$ cat config.mk
export PLATFORM = sky130hd
export DESIGN_NAME = sine_phase_gen
export DESIGN_NICKNAME = d
export VERILOG_FILES = /design/src/rtl/sine_gen_pkg.sv /design/src/rtl/sample_tick_div.sv /design/src/rtl/sine_phase_gen.sv
export SDC_FILE = /design/constraint.sdc
export NUM_CORES = 1
export LEC_CHECK = 0
export BUFFER_PORTS_ARGS = -buffer_cell sky130_fd_sc_hd__buf_2
export CORE_UTILIZATION = 35
export CTS_CLUSTER_SIZE = 14
export DETAILED_ROUTE_END_ITERATION = 10
export HOLD_SLACK_MARGIN = 0.05
export PLACE_DENSITY = 0.52
export SLEW_MARGIN = 20
export SYNTH_ARGS = -nofsm -noshare
export SYNTH_HDL_FRONTEND = slang
export SYNTH_SLANG_ARGS = --single-unit
$ cat constraint.sdc
create_clock -name clk_i -period 7.13 [get_ports clk_i]
set_input_delay 1.0695 -clock clk_i [delete_from_list [all_inputs] [get_ports clk_i]]
set_output_delay 1.0695 -clock clk_i [all_outputs]
set_load 0.02 [all_outputs]
$ cat src/rtl/sine_gen_pkg.sv
// sine_gen_pkg: shared state type and modulo-depth address adder for the sine phase generator.
package sine_gen_pkg;
    typedef enum logic {IDLE, RUN} state_t;
    typedef struct packed {
        logic        wrap;
        logic [31:0] addr;
    } wrap_res_t;
    // Single conditional subtract is enough because both operands are always < depth.
    function automatic wrap_res_t wrap_add(input logic [31:0] addr, input logic [31:0] step, input logic [31:0] depth);
        logic [32:0] sum;
        logic [32:0] red;
        sum = {1'b0, addr} + {1'b0, step};
        red = sum - {1'b0, depth};
        wrap_add.wrap = (sum >= {1'b0, depth});
        wrap_add.addr = wrap_add.wrap ? 32'(red) : 32'(sum);
    endfunction
endpackage

$ cat src/rtl/sample_tick_div.sv
// sample_tick_div: counts 0..div_p-1 while enabled and flags the last count as a one-cycle tick.
module sample_tick_div #(
    parameter  int unsigned div_p    = 4,
    localparam int unsigned cnt_w_lp = $clog2(div_p)
) (
    input  logic clk_i,
    input  logic reset_i,
    input  logic clear_i,
    input  logic en_i,
    output logic tick_o
);
    logic [cnt_w_lp-1:0] r_cnt;
    assign tick_o = en_i && (r_cnt == cnt_w_lp'(div_p - 1));
    always_ff @(posedge clk_i or posedge reset_i) begin
        if (reset_i) r_cnt <= '0;
        else if (clear_i) r_cnt <= '0;
        else if (en_i) r_cnt <= tick_o ? '0 : r_cnt + cnt_w_lp'(1);
    end
endmodule

$ cat src/rtl/sine_phase_gen.sv
// sine_phase_gen: phase-accumulator read address for a depth_p-entry sine table, advanced once per sample tick.
module sine_phase_gen
    import sine_gen_pkg::*;
#(
    parameter  int unsigned depth_p       = 100,
    parameter  int unsigned sample_div_p  = 4,
    localparam int unsigned addr_width_lp = $clog2(depth_p)
) (
    input  logic                     clk_i,
    input  logic                     reset_i,
    input  logic                     en_i,
    input  logic [addr_width_lp-1:0] step_i,
    input  logic                     step_valid_i,
    output logic [addr_width_lp-1:0] addr_o,
    output logic                     sample_v_o,
    output logic                     wrap_o,
    output logic                     running_o
);
    state_t                   r_state;
    logic [addr_width_lp-1:0] r_addr, r_step, r_pend, w_step_c, w_next;
    logic                     r_pend_v, r_sv, r_wrap, w_run_en, w_tick;
    wrap_res_t                w_res;

    assign w_run_en = (r_state == RUN) && en_i;
    assign w_step_c = (32'(step_i) >= depth_p) ? addr_width_lp'(depth_p - 1) : step_i;
    assign w_res    = wrap_add(32'(r_addr), 32'(r_step), 32'(depth_p));
    assign w_next   = addr_width_lp'(w_res.addr);

    // Clearing whenever not running restarts the sample period from 0 on every RUN entry.
    sample_tick_div #(.div_p(sample_div_p)) u_div (
        .clk_i   (clk_i),
        .reset_i (reset_i),
        .clear_i (!w_run_en),
        .en_i    (w_run_en),
        .tick_o  (w_tick)
    );

    always_ff @(posedge clk_i or posedge reset_i) begin
        if (reset_i) begin
            r_state  <= IDLE;
            r_addr   <= '0;
            r_sv     <= 1'b0;
            r_wrap   <= 1'b0;
            r_step   <= addr_width_lp'(1);
            r_pend   <= '0;
            r_pend_v <= 1'b0;
        end else if (r_state == IDLE) begin
            r_addr <= '0;
            r_sv   <= 1'b0;
            r_wrap <= 1'b0;
            if (step_valid_i) begin
                r_step   <= w_step_c;
                r_pend_v <= 1'b0;
            end
            if (en_i) r_state <= RUN;
        end else begin
            r_sv   <= w_tick;
            r_wrap <= w_tick && w_res.wrap;
            if (!en_i) begin
                r_state <= IDLE;
                r_addr  <= '0;
            end else if (w_tick) r_addr <= w_next;
            // A write landing on the tick edge replaces pend after the old pend has moved into step.
            if (w_tick && r_pend_v) begin
                r_step   <= r_pend;
                r_pend_v <= 1'b0;
            end
            if (step_valid_i) begin
                r_pend   <= w_step_c;
                r_pend_v <= 1'b1;
            end
        end
    end

    assign addr_o     = r_addr;
    assign sample_v_o = r_sv;
    assign wrap_o     = r_wrap;
    assign running_o  = (r_state == RUN);
endmodule

==> results.json <==
{
  "status": "completed",
  "critPathRequiredTime_ns": 7.34,
  "grt_pass1_vias": 1227,
  "pwr_density_cell_nw_per_um2": 208,
  "ir_drop_v": 0.000112,
  "grt_pass1_wl_um": 5580,
  "cts.sinks": 27,
  "die_y_um": 68.6,
  "wl_um": 3280,
  "min_path_type": "reg2reg",
  "drive_gt1_frac": 0.196,
  "p_leak_nw": 0.856,
  "coreArea_um2": 4120,
  "synth_cell_types": 42,
  "finalMaxSlewViolations": 0,
  "initialDrtViolationCount": 88,
  "fillCellCount": 405,
  "start_util": 0.377,
  "cts_resized": 0,
  "postPlaceCellArea_um2": 1700,
  "dp_hpwl_um": 2600,
  "wl_per_cell_um": 14.0,
  "antenna_left": 0,
  "final.setup.tns_ns": 0,
  "syn-num-nets": 186,
  "clock_latency_ns": 0.27,
  "yosys.area.top_type": "dfrtp_1",
  "grtUsageMet3": 0.0362,
  "hold_buffers": 0,
  "period_minus_slack_ns": 2.68,
  "yosys.area.top_type_share": 0.419,
  "cts_inserted_buffers": 3,
  "critPathLaunchType": "register",
  "clk_path_buf_depth": 2,
  "routed_via_density": 5.13,
  "dpl_worst_slack_ns": 4.32,
  "slew_headroom": 0.475,
  "io_buffers": 20,
  "setup_viol": 0,
  "fin_skew_ns": 0.00242,
  "finalHoldViolCount": 0,
  "yosys-top-cells-area": "dfrtp_1 (42%), ha_1 (8.1%), nand2_1 (6.3%)",
  "globalRouteOverflowTotal": 0,
  "use_met1": 0.192,
  "crit_fanout": 4,
  "grt.busiest_layer": "met2",
  "arrival_ns": 2.89,
  "seq_area_frac_synth": 0.436,
  "timing.final.crit_share": 0.375,
  "path_class": "reg2reg",
  "gr-usage-all-layers": 0.164,
  "clk_pin_slew_ns": 0.09,
  "gp_congestion": 0.886,
  "cts_tree": "yes",
  "cts_setup_buffers": 0,
  "ys_async_sr_fraction": 1.00,
  "nNetsFinal": 207,
  "drv_cap": 0,
  "grtUsageMet2": 0.289,
  "ys_ff_latch": 27,
  "num_rows": 23,
  "syn_avg_cell_area_um2": 9.46,
  "drcViolationCount": 0,
  "antennaDiodeCount": 0,
  "syn_inst": 164,
  "dieArea_um2": 4700,
  "num_vias": 1200,
  "h-tree-depth": 1,
  "synth_flop_cell": "dfrtp_1",
  "io_pins": 21,
  "yosys-top-cells-count": "dfrtp_1 (26), nand2_1 (26), o21ai_0 (18)",
  "dr.pass1.iters": 4,
  "synthToLayoutAreaGrowth_pct": 12.7,
  "antenna_found_initial": 0,
  "die_w_um": 68.6,
  "worstMarginPinSlew_ns": 0.787,
  "grt_max_degree": 28,
  "cts-root-buf": "clkbuf_8",
  "rsz0062_at_grt": "no",
  "end_kind": "register",
  "synth_edf_count": 0,
  "yosysWarnings": 0,
  "fmax_ghz": 0.374,
  "synthesis.area_um2": 1550,
  "finish.instance_area_um2": 1750,
  "worst_slack_ns": 4.45
}
-- layout make-up --
| type | count | area, um^2 | area share |
|---|---|---|---|
| inverters | 4 | 15.0 | 0.00859 |
| repair buffers | 20 | 100 | 0.0573 |
| well taps | 50 | 62.6 | 0.0358 |
| clock buffers | 3 | 41.3 | 0.0236 |
| multi-input cells | 129 | 845 | 0.483 |
| clock inverters | 1 | 7.51 | 0.00429 |
| flip-flops and latches | 27 | 677 | 0.387 |
-- routing by layer --
metal / vias up / wire length, um
met4: 0 / 36
met3: 5 / 101
li1: 619 / -
met1: 552 / 1470
met5: - / 0
met2: 24 / 1670
-- cells in the final DEF (no fill, tap or decap), drive strengths merged, types with 2 or more instances in the layout --
cell type,netlist,final
nand2,27,27
dfrtp,26,26
buf,0,20
o21ai,18,18
nor2,17,17
ha,10,10
a21oi,7,7
nand3,4,4
nand2b,4,4
nor3,4,4
xnor2,3,3
mux2i,3,3
a22o,3,3
clkbuf,4,3
inv,3,3
nand4,2,2
o211ai,2,2
o31ai,2,2
mux2,2,2
or2,2,2
and3,2,2
-- power by group --
part	internal, mW	switching [mW]
Combinational	0.0394	0.0559
Clock	0.0397	0.0499
Sequential	0.168	0.0111
-- worst max-delay path: stages (launching register included) --
cell      delay (ns)
dfrtp_1         0.41
ha_1            0.23
fa_1            0.41
a211o_1         0.35
and3_4          0.21
o311ai_4        0.39
nand2_2         0.09
or4_1           0.41
nand4_1         0.11
-- stage by stage --
step,util,cells,hold slack [ns],power [mW]
floorplan,-,164,0.416,0.254
global placement,0.413,230,0.423,0.275
detailed placement,0.413,230,0.440,0.278
CTS,0.425,234,0.456,0.368
global route,0.425,234,0.471,0.391
finish,0.425,234,0.453,0.364
-- path summary, 6_finish.rpt --
check                                  to  depth (start not counted)      startpoint  slack (ns)
min in group asynchronous       r_pend[0]                          2         reset_i        0.84
min                        u_div.r_cnt[0]                          1  u_div.r_cnt[0]        0.45
max                             addr_o[4]                          8       addr_o[0]        4.45
min reg2reg                u_div.r_cnt[0]                          1  u_div.r_cnt[0]        0.45
max reg2reg                     addr_o[4]                          8       addr_o[0]        4.45
max in group asynchronous       r_step[0]                          2         reset_i        5.92
-- cell families (layout without fill, tap and decap cells) --
family | after synthesis | in the layout | synth area share
mux | 5 | 5 | 0.0339
simple gates | 67 | 67 | 0.202
flops | 27 | 27 | 0.436
fa+ha+maj | 11 | 11 | 0.0935
compound gates | 42 | 42 | 0.188
xor+xnor | 4 | 4 | 0.0274
buf+inv | 8 | 28 | 0.0193
-- flip-flops by register name, indices dropped and copies added (netlist names) --
name / flops
sample_v_o: 1
r_pend_v: 1
r_pend: 7
running_o: 1
u_div.r_cnt: 2
r_step: 7
wrap_o: 1
addr_o: 7
(Power assumes the default switching activity.)
